File: src/rtl/pipeline_ctrl_pkg.sv
// Shared definitions for the pipeline control block: stall encoding,
// bus widths, FSM state encoding and the stall-vector priority helper.
package pipeline_ctrl_pkg;

   // Stall-vector bit polarity
   localparam logic STOP    = 1'b1;
   localparam logic NO_STOP = 1'b0;

   // Widths
   localparam int STALL_W     = 6;
   localparam int ADDR_W      = 32;
   localparam int STALL_CNT_W = 32;
   localparam int WDOG_W      = 8;

   // Stall-vector bit positions, pc is the oldest point of the pipe
   localparam int IDX_PC  = 0;
   localparam int IDX_IF  = 1;
   localparam int IDX_ID  = 2;
   localparam int IDX_EX  = 3;
   localparam int IDX_MEM = 4;
   localparam int IDX_WB  = 5;

   // Hold patterns: a requesting stage freezes itself and everything upstream
   localparam logic [STALL_W-1:0] STALL_NONE = 6'b000000;
   localparam logic [STALL_W-1:0] STALL_IF   = 6'b000011;
   localparam logic [STALL_W-1:0] STALL_ID   = 6'b000111;
   localparam logic [STALL_W-1:0] STALL_EX   = 6'b001111;
   localparam logic [STALL_W-1:0] STALL_MEM  = 6'b011111;

   // The watchdog trips on the edge that takes it from this value to all-ones
   localparam logic [WDOG_W-1:0] WDOG_TRIP = 8'd254;

   // Branch redirect FSM: RUN accepts branches, HOLD_BR parks one while IF is busy
   typedef enum logic {
      RUN     = 1'b0,
      HOLD_BR = 1'b1
   } state_t;

   // Highest requesting stage wins; wb is never held
   function automatic logic [STALL_W-1:0] stall_vector(
      input logic req_if,
      input logic req_id,
      input logic req_ex,
      input logic req_mem
   );
      logic [STALL_W-1:0] vec;
      vec = STALL_NONE;
      if (req_mem) begin
         vec = STALL_MEM;
      end else if (req_ex) begin
         vec = STALL_EX;
      end else if (req_id) begin
         vec = STALL_ID;
      end else if (req_if) begin
         vec = STALL_IF;
      end
      return vec;
   endfunction

endpackage

File: src/rtl/pipeline_ctrl_sat_counter.sv
// Saturating up-counter with synchronous clear. Sticks at all-ones instead
// of wrapping, so long-running statistics and the watchdog never roll over.
module sat_counter #(
   parameter int WIDTH = 8
) (
   input  logic             clk,
   input  logic             rst,
   input  logic             inc,
   input  logic             clr,
   output logic [WIDTH-1:0] count
);

   localparam logic [WIDTH-1:0] MAX_VAL = '1;
   localparam logic [WIDTH-1:0] ONE     = WIDTH'(1);

   // Count up on inc, clear wins over inc, hold once saturated
   always_ff @(posedge clk or negedge rst) begin
      if (!rst) begin
         count <= '0;
      end else if (clr) begin
         count <= '0;
      end else if (inc && (count != MAX_VAL)) begin
         count <= count + ONE;
      end
   end

endmodule

File: src/rtl/pipeline_ctrl.sv
// Pipeline hazard controller: turns per-stage stall requests into a
// prioritised hold vector, steers taken branches from ID onto the PC
// (parking them while instruction fetch is still busy), counts stalled
// cycles and raises a sticky error if some stage never stops requesting.
module pipeline_ctrl
   import pipeline_ctrl_pkg::*;
(
   input  logic                   clk,
   input  logic                   rst,
   input  logic                   stallreq_if,
   input  logic                   stallreq_id,
   input  logic                   stallreq_ex,
   input  logic                   stallreq_mem,
   input  logic                   id_branch_flag,
   input  logic [ADDR_W-1:0]      id_branch_target,
   output logic [STALL_W-1:0]     stall,
   output logic                   pc_redirect,
   output logic [ADDR_W-1:0]      redirect_addr,
   output logic                   flush_if,
   output logic [STALL_CNT_W-1:0] stall_cycles,
   output logic                   hang_err
);

   state_t            state;
   state_t            next_state;
   logic [ADDR_W-1:0] pend_addr;
   logic              any_req;
   logic              branch_ok;
   logic              capture_br;
   logic [WDOG_W-1:0] wdog_count;
   logic              wdog_inc;
   logic              wdog_clr;
   logic              hang_set;

   // Hold vector straight from the requests; forced quiet while in reset
   always_comb begin
      stall = STALL_NONE;
      if (rst) begin
         stall = stall_vector(stallreq_if, stallreq_id, stallreq_ex, stallreq_mem);
      end
   end

   // A branch is taken only in RUN with ID free to move; a held ID re-presents it later
   always_comb begin
      any_req    = stallreq_if | stallreq_id | stallreq_ex | stallreq_mem;
      branch_ok  = rst && (state == RUN) && id_branch_flag && (stall[IDX_ID] == NO_STOP);
      capture_br = branch_ok && stallreq_if;
   end

   // FSM state register
   always_ff @(posedge clk or negedge rst) begin
      if (!rst) begin
         state <= RUN;
      end else begin
         state <= next_state;
      end
   end

   // FSM next state: park the branch while fetch is busy, release when fetch frees up
   always_comb begin
      next_state = state;
      case (state)
         RUN: begin
            if (capture_br) begin
               next_state = HOLD_BR;
            end
         end
         HOLD_BR: begin
            if (!stallreq_if) begin
               next_state = RUN;
            end
         end
         default: begin
            next_state = RUN;
         end
      endcase
   end

   // FSM outputs: redirect and flush together, address only driven while redirecting
   always_comb begin
      pc_redirect   = 1'b0;
      redirect_addr = '0;
      flush_if      = 1'b0;
      if (rst) begin
         case (state)
            RUN: begin
               if (branch_ok && !stallreq_if) begin
                  pc_redirect   = 1'b1;
                  redirect_addr = id_branch_target;
                  flush_if      = 1'b1;
               end
            end
            HOLD_BR: begin
               if (!stallreq_if) begin
                  pc_redirect   = 1'b1;
                  redirect_addr = pend_addr;
                  flush_if      = 1'b1;
               end
            end
            default: begin
               pc_redirect   = 1'b0;
            end
         endcase
      end
   end

   // Remember the branch target while the redirect is parked
   always_ff @(posedge clk or negedge rst) begin
      if (!rst) begin
         pend_addr <= '0;
      end else if (capture_br) begin
         pend_addr <= id_branch_target;
      end
   end

   sat_counter #(
      .WIDTH(STALL_CNT_W)
   ) u_stall_cnt (
      .clk   (clk),
      .rst   (rst),
      .inc   (stall[IDX_PC] == STOP),
      .clr   (1'b0),
      .count (stall_cycles)
   );

   // Watchdog runs while anyone is requesting and restarts as soon as nobody is
   always_comb begin
      wdog_inc = any_req;
      wdog_clr = ~any_req;
      hang_set = wdog_inc && (wdog_count >= WDOG_TRIP);
   end

   sat_counter #(
      .WIDTH(WDOG_W)
   ) u_wdog_cnt (
      .clk   (clk),
      .rst   (rst),
      .inc   (wdog_inc),
      .clr   (wdog_clr),
      .count (wdog_count)
   );

   // Sticky hang flag, set on the edge the watchdog reaches full scale
   always_ff @(posedge clk or negedge rst) begin
      if (!rst) begin
         hang_err <= 1'b0;
      end else if (hang_set) begin
         hang_err <= 1'b1;
      end
   end

endmodule
File: config.mk
export PLATFORM = sky130hd
export DESIGN_NAME = pipeline_ctrl
export DESIGN_NICKNAME = d
export VERILOG_FILES = /design/src/rtl/pipeline_ctrl_pkg.sv /design/src/rtl/pipeline_ctrl_sat_counter.sv /design/src/rtl/pipeline_ctrl.sv
export SDC_FILE = /design/constraint.sdc
export NUM_CORES = 1
export LEC_CHECK = 0
export ABC_CLOCK_PERIOD_IN_PS = 1800
export BUFFER_PORTS_ARGS = -buffer_cell sky130_fd_sc_hd__buf_4
export CAP_MARGIN = 20
export CORE_AREA = 2 2 98 100
export CTS_CLUSTER_SIZE = 16
export DETAILED_ROUTE_END_ITERATION = 10
export DIE_AREA = 0 0 100 102
export PLACE_DENSITY = 0.75
export SLEW_MARGIN = 20
export SYNTH_ARGS = -nofsm -noshare
export SYNTH_HDL_FRONTEND = slang
export SYNTH_HIERARCHICAL = 1
export SYNTH_SLANG_ARGS = --single-unit
File: constraint.sdc
create_clock -name clk -period 1.8 [get_ports clk]
set_input_delay 0.27 -clock clk [delete_from_list [all_inputs] [get_ports clk]]
set_output_delay 0.27 -clock clk [all_outputs]
set_load 0.01 [all_outputs]
After elaboration in Yosys (flattened, before gate mapping)
Cells that the tools add are included.
W data, S select, Z words.
{"block": "classes", "eq_ne": 3, "order_cmp": 1, "mux": 18, "bitwise": 5, "n_addsub": 2, "n_reduce_logical": 9}
{"op": "$mux W32", "n": 3}
{"op": "$pmux W32 S2", "n": 1}
{"op": "$add A32 B1 Y32 const B", "n": 1}
{"op": "$ne A32 B32 Y1 const B", "n": 1}
{"op": "$mux W8", "n": 2}
{"op": "$mux W6", "n": 2}
{"op": "$add A8 B1 Y8 const B", "n": 1}
{"op": "$ge A8 B8 Y1 const B", "n": 1}
{"op": "$logic_and A1 B1 Y1", "n": 8}
{"op": "$ne A8 B8 Y1 const B", "n": 1}
{"op": "$mux W1", "n": 5}
{"op": "$mux W4", "n": 1}
{"op": "$pmux W1 S2", "n": 2}
{"op": "$mux W3", "n": 1}
{"op": "$or A1 B1 Y1", "n": 3}
{"op": "$mux W2", "n": 1}
{"op": "$ne A2 B1 Y1 const B", "n": 1}
{"op": "$not A1 Y1", "n": 2}
{"op": "$logic_not A1 Y1", "n": 1}
{"block": "totals", "out_inout_bits": 73, "register_bits": 74, "word_cells": 43}

Longest topological paths before layout
Gate-level depths: netlist of the first run.
{"block": "depth", "word_depth": 11, "ltp_mapped": 9}

Modules after synthesis
The synthesis of the first run kept the hierarchy.
{"module": "pipeline_ctrl", "seq_area_each_um2": 850.8, "area_each_um2": 1965.6, "cells_per_inst": 199, "n_inst": 1}
{"module": "sat_counter at u_stall_cnt", "seq_area_each_um2": 800.8, "area_each_um2": 1854.3, "cells_per_inst": 198, "n_inst": 1}
{"module": "sat_counter at u_wdog_cnt", "seq_area_each_um2": 200.2, "area_each_um2": 464.2, "cells_per_inst": 49, "n_inst": 1}

Worst setup path after synthesis of the first run
Ideal clock, no wire load.
{"block": "synth_timing", "kind": "input -> register", "startpoint": "input stallreq_mem", "endpoint": "register u_stall_cnt.count[31]", "t_arrival_ns": 1.972, "path_stages": 8, "setup_slack_ns": -0.296, "n_path_buf": 1, "t_required_ns": 1.675, "path_cell_list": "nor4_1 nor2b_1 and3_1 nand4_1 a21o_1 buf_2 nor4_1 mux2_2"}
{"block": "synth_between", "elab_chain_cells": 3}
{"item": "start: declaration", "line_no": "pipeline_ctrl.sv:13", "text": "input logic stallreq_mem,"}
{"item": "$mux W6", "line_no": "pipeline_ctrl_pkg.sv:48", "text": "if (req_mem) begin"}
{"item": "$mux W6", "line_no": "pipeline_ctrl.sv:38", "text": "if (rst) begin"}
{"item": "via stall[0]", "line_no": "pipeline_ctrl.sv:16", "text": "output logic [STALL_W-1:0] stall,"}
{"item": "$logic_and A1 B1 Y1", "line_no": "pipeline_ctrl_sat_counter.sv:22", "text": "end else if (inc && (count != MAX_VAL)) begin"}
{"item": "end signal: assignment", "line_no": "pipeline_ctrl_sat_counter.sv:23", "text": "count <= count + ONE;"}
{"item": "end: declaration", "line_no": "pipeline_ctrl_sat_counter.sv:10", "text": "output logic [WIDTH-1:0] count"}
The timed path passes the listed nets, and every way through them passes these cells.
A chain may end at the register's enable or synchronous reset.

Worst setup path in the final report of the first run
{"block": "layout_timing", "startpoint": "register u_stall_cnt.count[0]", "endpoint": "register u_stall_cnt.count[31]"}
{"block": "layout_between", "elab_chain_cells": 2, "word_cells_on_any_way": 3}
{"item": "parallel branches: the longest is 2 deep, another holds $add A32 B1 Y32"}
Several ways; the timed one is not identified.

==> out/metrics.csv, run 1 <==
metric;value;unit
status;finished, violations left;
failing checks;negative setup slack;
CTS tree;yes;
vias per cell;5.60;
final hold violation count;0;
distinct cell type count after synthesis;54;
Layout Nets;656;
CTS sink count;74;
first-pass GRT wire length;18.7;mm
Post-Place Worst Slack;-0.343;ns
Clock Latency Late Sink;0.35;ns
reg2reg start;u_stall_cnt/count[0];
Placeable Area;9110;sq um
vias post-DR;4092;
Syn. warnings;6;
Clock power frac;0.338;
CP endpoint kind;flop;
ranking of synthesized cells by instance count;74 x dfrtp_1, 46 x a21oi_1, 45 x nand2_1;
vias in the first global route;3893;
total wire length;12.1;mm
maximum clock frequency;542;MHz
top-area cell type share of the netlist area;0.432;
Fin Clk Skew;0.0137;ns
DIE AREA;10200;sq um
Register-to-Register Setup Slack;-0.05;ns
Synth Instances;446;
synth top area cells;dfrtp_1 43%, mux2_1 7.6%, nand3b_1 5.8%;
post-synthesis sequential area ratio;0.432;
post-DR wirelength/cell;16.5;microns
Remaining DRCs;0;
share of cells above drive strength 1;0.418;
Sw Pwr;1180;uW
switching part of the total;0.288;
Max Cap Viol;0;
CTS clock-pin slew for the worst setup and hold paths;0.09;ns
GRT overflow;0;
final setup violation count;4;
antenna cells;0;
CP bufs+invs;0;
Mapped Area;4280;sq um
Tmin final;1.85;ns
Int Power;2910;uW
CP required;2.03;ns
Final HPWL DP;8.17;mm
initial antenna violation count;0;
synth-to-layout area growth;44.1;%
share of power burned in registers;0.502;
clock root cell;clkbuf_8;
crit share post-route;1.03;
Slew headroom;0.491;
CP Max Fanout;11;
Routed Antenna Nets;0;
WHS;0.138;ns
CP max stage delay;0.43;ns
top-count cell post-synth;dfrtp_1;
Final Max Slew Viols;0;
Critical-path top delay cell;dfrtp_2;
htree depth;3;
capture point of the critical path;u_stall_cnt/count[31];
R2R depth;6;
Avg Inst Size Synth;9.61;sq um
RSZ-0062 raised after global routing;yes;
min-delay src;id_branch_target[16];
EDFF count, synth;0;
CTS max path bufs;2;
power density over the cells;662;nW/um^2
GPL Wtd Cong;0.878;
Worst Setup Start Kind;flop;
Arr. time, crit path;2.08;ns
fin util;0.678;
largest net degree at the start of global routing;67;
Tightest Pin Transition;0.764;ns
Comb power frac;0.160;
Crit path max-delay family;simple AND/OR/NAND/NOR gates;
Top FF cell, synth;dfrtp_1;
number of cells on the critical path;6;
ys async rst share;1.00;
Initial Util;0.470;
Pleak;0.00278;uW
I/O pin cnt;112;
Total Routing Usage GR;0.229;
Inserted Clock Buffers;9;
drt first pass iters;4;
Synth area leader;dfrtp_1;
Critical Path Source;u_stall_cnt/count[0];
crit path cell chain;ha_4, nand4_1, nor4_4, a21o_4, nor4_2, mux2_2;
DR iter-0 viols;103;
FF-to-FF End;u_stall_cnt/count[31];
Rows;35;
Worst Hold Class;in -> reg;
Die X;100;microns
height of the die;102;microns
critical path class;reg -> reg;
post-synthesis sequential element count;74;
Port-buffer cells;110;
final worst slack;-0.0466;ns
peak supply drop;0.000482;V
power by group through the flow:
stage | sequential, uW | clock [uW] | combinational, uW
floorplan | 2040 | 0 | 371
global placement | 2060 | 0 | 601
detailed placement | 2080 | 0 | 633
CTS | 2040 | 1390 | 640
global route | 2080 | 1480 | 731
finish | 2050 | 1380 | 656
stage by stage:
stage	instance area [sq um]	power, uW	TNS (ns)	std cells
4_1_cts	6000	4080	-0.0485	730
3_3_place_gp	5740	2660	-5.98	711
2_1_floorplan	4370	2410	-0.244	450
5_1_grt	6170	4290	-0.430	731
3_5_place_dp	5740	2710	-7.31	711
6_report	6170	4090	-0.103	731
flip-flops by register name, summed over array words and instances, names as in the netlist:
| signal | flops |
|---|---|
| pend_addr | 32 |
| u_stall_cnt/count | 32 |
| u_wdog_cnt/count | 8 |
| hang_err | 1 |
| state | 1 |
logic make-up (layout without fill, tap and decap cells):
| logic type | after synthesis | after routing | share of synthesized area |
|---|---|---|---|
| AND/OR/NAND/NOR | 197 | 197 | 0.268 |
| adder cells (fa/ha/maj) | 2 | 2 | 0.00584 |
| flip-flops | 74 | 74 | 0.432 |
| buffers and inverters | 40 | 210 | 0.0456 |
| XOR/XNOR | 13 | 13 | 0.0266 |
| other | 1 | 5 | 0.000875 |
| AO/OA/AOI/OAI | 77 | 77 | 0.111 |
| multiplexers | 42 | 42 | 0.111 |
what timing repair did:
action / CTS / global route
resized for setup: 6 / 32
hold endpoints to repair: 13 / 0
setup buffers: 1 / 0
cloned: 1 / 2
endpoints found under the setup margin: 37 / 52
hold buffers: 1 / 0
pin swaps: 2 / 7
worst min path at each step:
stage / to / slack, ns / cells past startpoint
6_report: pend_addr[16] / 0.14 / 2
5_1_grt: pend_addr[26] / 0.12 / 2
4_1_cts: pend_addr[14] / 0.13 / 2
3_5_place_dp: pend_addr[12] / 0.26 / 2
3_3_place_gp: pend_addr[10] / 0.26 / 2
2_1_floorplan: hang_err / -0.03 / 0
final cells by class:
class	count	area [sq um]
multi-input cells	336	2420
clock inverters	6	72.6
repair buffers	184	1510
clock buffers	10	138
fillers	718	2940
flip-flops and latches	74	1860
inverters	10	37.5
well taps	111	139
layer usage:
layer | global-route usage | wire [microns] | vias up
li1 | - | - | 1920
met1 | 0.298 | 5260 | 2041
met2 | 0.402 | 6120 | 121
met3 | 0.0342 | 611 | 10
met4 | 0.0590 | 98 | 0
met5 | 0 | 0 | -
cell usage in the layout (no fill, tap or decap), types with 3 or more instances in the layout:
cell | synthesis | final
a211oi_1 | 6 | 4
a21o_1 | 4 | 3
a21oi_1 | 46 | 34
a21oi_2 | 0 | 12
and2_1 | 4 | 3
and3_1 | 8 | 6
and3_4 | 1 | 3
buf_12 | 0 | 5
buf_4 | 5 | 169
buf_6 | 3 | 6
clkbuf_8 | 0 | 10
conb_1 | 1 | 5
dfrtp_1 | 74 | 70
dfrtp_2 | 0 | 4
inv_1 | 10 | 10
mux2_1 | 29 | 29
mux2_2 | 10 | 9
nand2_1 | 45 | 45
nand2b_1 | 6 | 6
nand3_1 | 14 | 11
nand3_2 | 2 | 5
nand3b_1 | 33 | 33
nand4_1 | 8 | 8
nor2_1 | 31 | 30
nor2b_1 | 10 | 9
nor3_1 | 8 | 7
nor4_2 | 2 | 6
o21ai_0 | 5 | 5
o31ai_1 | 3 | 3
or3_1 | 6 | 4
or4_1 | 3 | 3
xnor2_1 | 10 | 10
xor2_1 | 3 | 3
Power figures use the tool's default switching activity.
==> inputs of run 2 (changes only) <==
--- a/config.mk
+++ b/config.mk
@@ -5,14 +5,15 @@
 export SDC_FILE = /design/constraint.sdc
 export NUM_CORES = 1
 export LEC_CHECK = 0
+export ABC_AREA = 1
 export ABC_CLOCK_PERIOD_IN_PS = 1800
 export BUFFER_PORTS_ARGS = -buffer_cell sky130_fd_sc_hd__buf_4
 export CAP_MARGIN = 20
-export CORE_AREA = 2 2 98 100
+export CORE_AREA = 2 2 102 104
 export CTS_CLUSTER_SIZE = 16
 export DETAILED_ROUTE_END_ITERATION = 10
-export DIE_AREA = 0 0 100 102
-export PLACE_DENSITY = 0.75
+export DIE_AREA = 0 0 104 106
+export PLACE_DENSITY = 0.76
 export SLEW_MARGIN = 20
 export SYNTH_ARGS = -nofsm -noshare
 export SYNTH_HDL_FRONTEND = slang
==> out/metrics.csv, run 2 <==
metric;value;unit
distinct cell type count after synthesis;35;
Regs by FF count;pend_addr (32), u_stall_cnt/count (32), u_wdog_cnt/count (8);
final hold violation count;0;
synth top area cells;dfrtp_1 39%, nand2_1 17%, nor2_1 7.9%;
Tmin final;1.83;ns
EDFF count, synth;0;
Clock power frac;0.332;
drt first pass iters;5;
CP max stage delay;0.49;ns
ranking of synthesized cells by instance count;221 x nand2_1, 101 x nor2_1, 80 x inv_1;
failing checks;negative setup slack;
htree depth;3;
total wire length;13.3;mm
post-synthesis sequential area ratio;0.387;
Routed Antenna Nets;0;
Synth area leader;dfrtp_1;
commonest cells after routing, fill and taps aside;220 x nand2_1, 138 x buf_4, 79 x inv_1, 78 x nor2_1, 71 x dfrtp_1;
Clock Latency Late Sink;0.36;ns
Remaining DRCs;0;
XOR/XNOR share of the synthesized area;0.0165;
clock root cell;clkbuf_8;
Final Total Pwr;4350;uW
Port-buffer cells;110;
DIE AREA;11000;sq um
commonest non-fill, non-tap cell in the layout;nand2_1;
top-area cell type share of the netlist area;0.387;
Final Max Slew Viols;0;
CTS sink count;74;
critical path class;reg -> out;
RSZ-0062 raised after global routing;yes;
Avg Inst Size Synth;6.89;sq um
mux share of post-synthesis cell area;0;
Simple-Gate Fraction of Synth Area;0.361;
power density over the cells;668;nW/um^2
maximum clock frequency;546;MHz
Register-to-Register Setup Slack;0.12;ns
CTS tree;yes;
largest family of logic cells by synthesized area;simple AND/OR/NAND/NOR gates;
crit path cell chain;a21oi_4, nand2_4, buf_16, nor2_1, buf_4;
first-pass GRT wire length;21.6;mm
I/O pin cnt;112;
vias per cell;5.07;
Placeable Area;10000;sq um
share of power burned in registers;0.474;
share of cells above drive strength 1;0.307;
Synth Instances;695;
complex-gate fraction of the synthesized area;0.118;
Mapped Area;4790;sq um
top-count cell post-synth;nand2_1;
GPL Wtd Cong;0.898;
CP required;1.53;ns
Final HPWL DP;9.18;mm
CP endpoint kind;output port;
synth-to-layout area growth;36.2;%
Syn. warnings;6;
Worst Setup Start Kind;flop;
switching part of the total;0.296;
Critical-path top delay cell;dfrtp_2;
Synth Area in Adders;0.00523;
Worst Hold Class;in -> async;
Sw Pwr;1290;uW
largest net degree at the start of global routing;59;
CTS max path bufs;2;
CP Max Fanout;16;
final setup violation count;18;
Die X;104;microns
Arr. time, crit path;1.56;ns
Max Cap Viol;0;
Comb power frac;0.194;
Inserted Clock Buffers;9;
Initial Util;0.479;
Top FF cell, synth;dfrtp_1;
height of the die;106;microns
vias post-DR;4983;
WHS;0.127;ns
Rows;37;
fillcell total;819;
initial antenna violation count;0;
Fin Clk Skew;0.0123;ns
GRT overflow;0;
antenna cells;0;
Slew headroom;0.517;
Total Routing Usage GR;0.239;
DR iter-0 viols;286;
ys async rst share;1.00;
Pleak;0.00342;uW
vias in the first global route;4614;
status;finished, violations left;
Layout Nets;883;
peak supply drop;0.000424;V
crit share post-route;1.02;
CTS clock-pin slew for the worst setup and hold paths;0.08;ns
post-DR wirelength/cell;13.6;microns
post-synthesis sequential element count;74;
Int Power;3060;uW
final worst slack;-0.0325;ns
Tightest Pin Transition;0.724;ns
## run 2: cell count changes in the layout (fill, tap and decap cells not counted), moves of 11 or more
cell and change:
mux2_1 -29, nor2_2 +20, nand3_1 +33, nor2_1 +48
nand3b_1 -32, o21ai_1 +31, buf_4 -31, a21oi_1 -21
inv_1 +69, nor2_4 +11, o21ai_2 +27, nand2_1 +175
## run 2: worst paths after layout
path | start | to | cells after the start
min in group clk | id_branch_target[0] | pend_addr[0] | 3
max in group asynchronous | rst | pend_addr[9] | 3
max reg2reg | u_stall_cnt/count[8] | u_stall_cnt/count[30] | 11
min reg2reg | hang_err | hang_err | 1
max | state | redirect_addr[26] | 5
min | rst | pend_addr[21] | 2
## run 2: per-layer routing
| layer | GRT usage | vias to the layer above | routed length (microns) |
|---|---|---|---|
| met3 | 0.0533 | 13 | 906 |
| met4 | 0.0685 | 0 | 136 |
| met2 | 0.398 | 177 | 6520 |
| li1 | - | 2452 | - |
| met5 | 0 | - | 0 |
| met1 | 0.315 | 2341 | 5770 |
## run 2: power by group through the flow
stage / sequential [uW] / combinational, uW / clock [uW]
2_1_floorplan: 2040 / 543 / 0
3_3_place_gp: 2070 / 754 / 0
3_5_place_dp: 2080 / 778 / 0
4_1_cts: 2050 / 803 / 1470
5_1_grt: 2090 / 958 / 1570
6_report: 2060 / 842 / 1450
## run 2: area by class of cell
type,instances,area [sq um],area share
multi-input combinational,514,2580,0.395
sequential,74,1860,0.285
timing repair buffer,159,1370,0.211
inverter,84,325,0.0499
tap,136,170,0.0261
clock buffer,11,141,0.0217
clock inverter,4,76.3,0.0117
## run 2: cell families after synthesis
kind of cell / count (synthesis)
other: 1
adders and majority gates: 2
DFF: 74
xor gates and xnor gates: 9
and+or+nand+nor: 403
buffers and inverters: 112
AOI/OAI and AO/OA: 94
## run 2: worst max-delay path, delay by kind of cell, from the launching register on
| kind | cells | cell delay [ns] |
|---|---|---|
| flip-flops | 1 | 0.49 |
| buffers and inverters | 2 | 0.31 |
| AND/OR/NAND/NOR | 2 | 0.23 |
| AO/OA/AOI/OAI | 1 | 0.19 |
## run 2: timing repair
item                       4_1_cts  5_1_grt
setup endpoints to repair       34       53
hold buffers                     2        0
pin swaps                        2       22
cloned                           1        3
resized for setup               12       68
setup buffers                    6        4
hold endpoints to repair        18        0
## run 2: through the flow
stage	std cells	cell area [sq um]	TNS, ns	setup WS [ns]	util
after floorplan	700	4810	0	0.113	-
after global placement	951	5900	0	0.116	0.590
after detailed placement	951	5900	0	0.0608	0.590
after CTS	975	6250	-0.138	-0.0203	0.625
after global routing	982	6520	-2.31	-0.0906	0.652
final	982	6520	-0.228	-0.0325	0.652
==> inputs of run 3 (changes only) <==
--- a/config.mk
+++ b/config.mk
@@ -9,11 +9,12 @@
 export ABC_CLOCK_PERIOD_IN_PS = 1800
 export BUFFER_PORTS_ARGS = -buffer_cell sky130_fd_sc_hd__buf_4
 export CAP_MARGIN = 20
-export CORE_AREA = 2 2 102 104
+export CORE_AREA = 2 2 101 103
+export CTS_BUF_LIST = sky130_fd_sc_hd__clkbuf_4 sky130_fd_sc_hd__clkbuf_8
 export CTS_CLUSTER_SIZE = 16
 export DETAILED_ROUTE_END_ITERATION = 10
-export DIE_AREA = 0 0 104 106
-export PLACE_DENSITY = 0.76
+export DIE_AREA = 0 0 103 105
+export PLACE_DENSITY = 0.77
 export SLEW_MARGIN = 20
 export SYNTH_ARGS = -nofsm -noshare
 export SYNTH_HDL_FRONTEND = slang
==> out/metrics.csv, run 3 (synthesis gave the netlist of run 2 again) <==
metric;value;unit
CTS sink count;74;
Routed Antenna Nets;0;
Initial Util;0.497;
final setup violation count;0;
Crit path max-delay family;buffers and inverters;
CP max stage delay;0.45;ns
clock root cell;clkbuf_8;
CTS clock-pin slew for the worst setup and hold paths;0.08;ns
DIE AREA;10800;sq um
GPL Wtd Cong;0.936;
Final Non-Filler Cells;968;
Tmin final;1.76;ns
crit path cell chain;inv_4, clkbuf_16, o21ai_0, nor2_1, buf_4;
Final Max Slew Viols;0;
Tightest Pin Transition;0.659;ns
antenna cells;0;
Arr. time, crit path;1.49;ns
drt first pass iters;5;
fillcell total;874;
share of cells above drive strength 1;0.265;
Max Cap Viol;0;
Final HPWL DP;9.16;mm
DR iter-0 viols;303;
I/O pin cnt;112;
vias per cell;4.98;
commonest non-fill, non-tap cell in the layout;nand2_1;
CP endpoint kind;output port;
Remaining DRCs;0;
CTS tree;yes;
Slew headroom;0.561;
htree depth;3;
Fin Clk Skew;0.00600;ns
critical path class;reg -> out;
post-DR wirelength/cell;13.2;microns
commonest cells after routing, fill and taps aside;221 x nand2_1, 138 x buf_4, 97 x nor2_1, 80 x inv_1, 72 x dfrtp_1;
Clock Latency Late Sink;0.35;ns
dpl cells;947;
CTS max path bufs;2;
largest net degree at the start of global routing;52;
Worst Setup Start Kind;flop;
Rows;36;
peak supply drop;0.000400;V
Layout Nets;872;
power density over the cells;698;nW/um^2
final worst slack;0.0380;ns
Worst Hold Class;in -> async;
total wire length;12.8;mm
Port-buffer cells;110;
Post-Place Worst Slack;0.0924;ns
vias in the first global route;4461;
Critical-path top delay cell;dfrtp_2;
fin util;0.647;
Inserted Clock Buffers;9;
Pleak;0.00334;uW
status;completed;
Regs by FF count;pend_addr (32), u_stall_cnt/count (32), u_wdog_cnt/count (8);
CP Max Fanout;24;
height of the die;105;microns
initial antenna violation count;0;
GRT overflow;0;
Total Routing Usage GR;0.234;
WHS;0.103;ns
vias post-DR;4820;
final hold violation count;0;
first-pass GRT wire length;20.3;mm
synth-to-layout area growth;30.2;%
RSZ-0062 raised after global routing;yes;
maximum clock frequency;568;MHz
Placeable Area;9640;sq um
CP bufs+invs;3;
CP required;1.53;ns
crit share post-route;0.979;
Die X;103;microns
## run 3: routing by layer
metal | part of all wire | global-route usage | wire length (microns)
met2 | 0.46 | 0.359 | 5900
met4 | 0.017 | 0.0846 | 218
met1 | 0.45 | 0.332 | 5760
met5 | 0 | 0 | 0
met3 | 0.072 | 0.0408 | 917
## run 3: final timing paths
| kind | slack [ns] | depth (start not counted) | from | to |
|---|---|---|---|---|
| worst max-delay path | 0.04 | 5 | state | redirect_addr[31] |
| worst min-delay path | 0.10 | 2 | rst | u_stall_cnt/count[19] |
| worst max register to register | 0.11 | 11 | u_stall_cnt/count[1] | u_stall_cnt/count[13] |
| worst min register to register | 0.47 | 1 | hang_err | hang_err |
| max in group asynchronous | 0.99 | 3 | rst | u_wdog_cnt/count[4] |
| min in group clk | 0.18 | 3 | id_branch_target[10] | pend_addr[10] |
## run 3: per-stage QoR
stage	TNS [ns]	power, uW	cell area (sq um)
4_1_cts	0	4350	6110
3_3_place_gp	0	2820	5860
3_5_place_dp	0	2860	5860
6_report	0	4350	6230
5_1_grt	-0.0474	4590	6230
2_1_floorplan	0	2590	4810
## run 3: repair_timing
item / 4_1_cts / 5_1_grt
endpoints found under the hold margin: 23 / 0
hold buffers: 1 / 0
setup endpoints to repair: 20 / 36
pin swaps: 0 / 2
setup buffers: 1 / 1
cloned: 0 / 3
gates resized for setup: 2 / 13
## run 3: power breakdown
part | total [uW] | internal, uW | leakage [uW] | switching [uW]
logic | 803 | 354 | 0.00223 | 449
clock network | 1490 | 881 | 0.000117 | 608
registers | 2060 | 1880 | 0.000985 | 180
## run 3: area by class of cell
cell class	count	area (sq um)	area share
inverters	84	325	0.0522
clock buffers	13	166	0.0267
clock inverters	2	60.1	0.00964
multi-input cells	514	2440	0.392
well taps	133	166	0.0267
repair buffers	148	1220	0.196
flip-flops and latches	74	1850	0.298
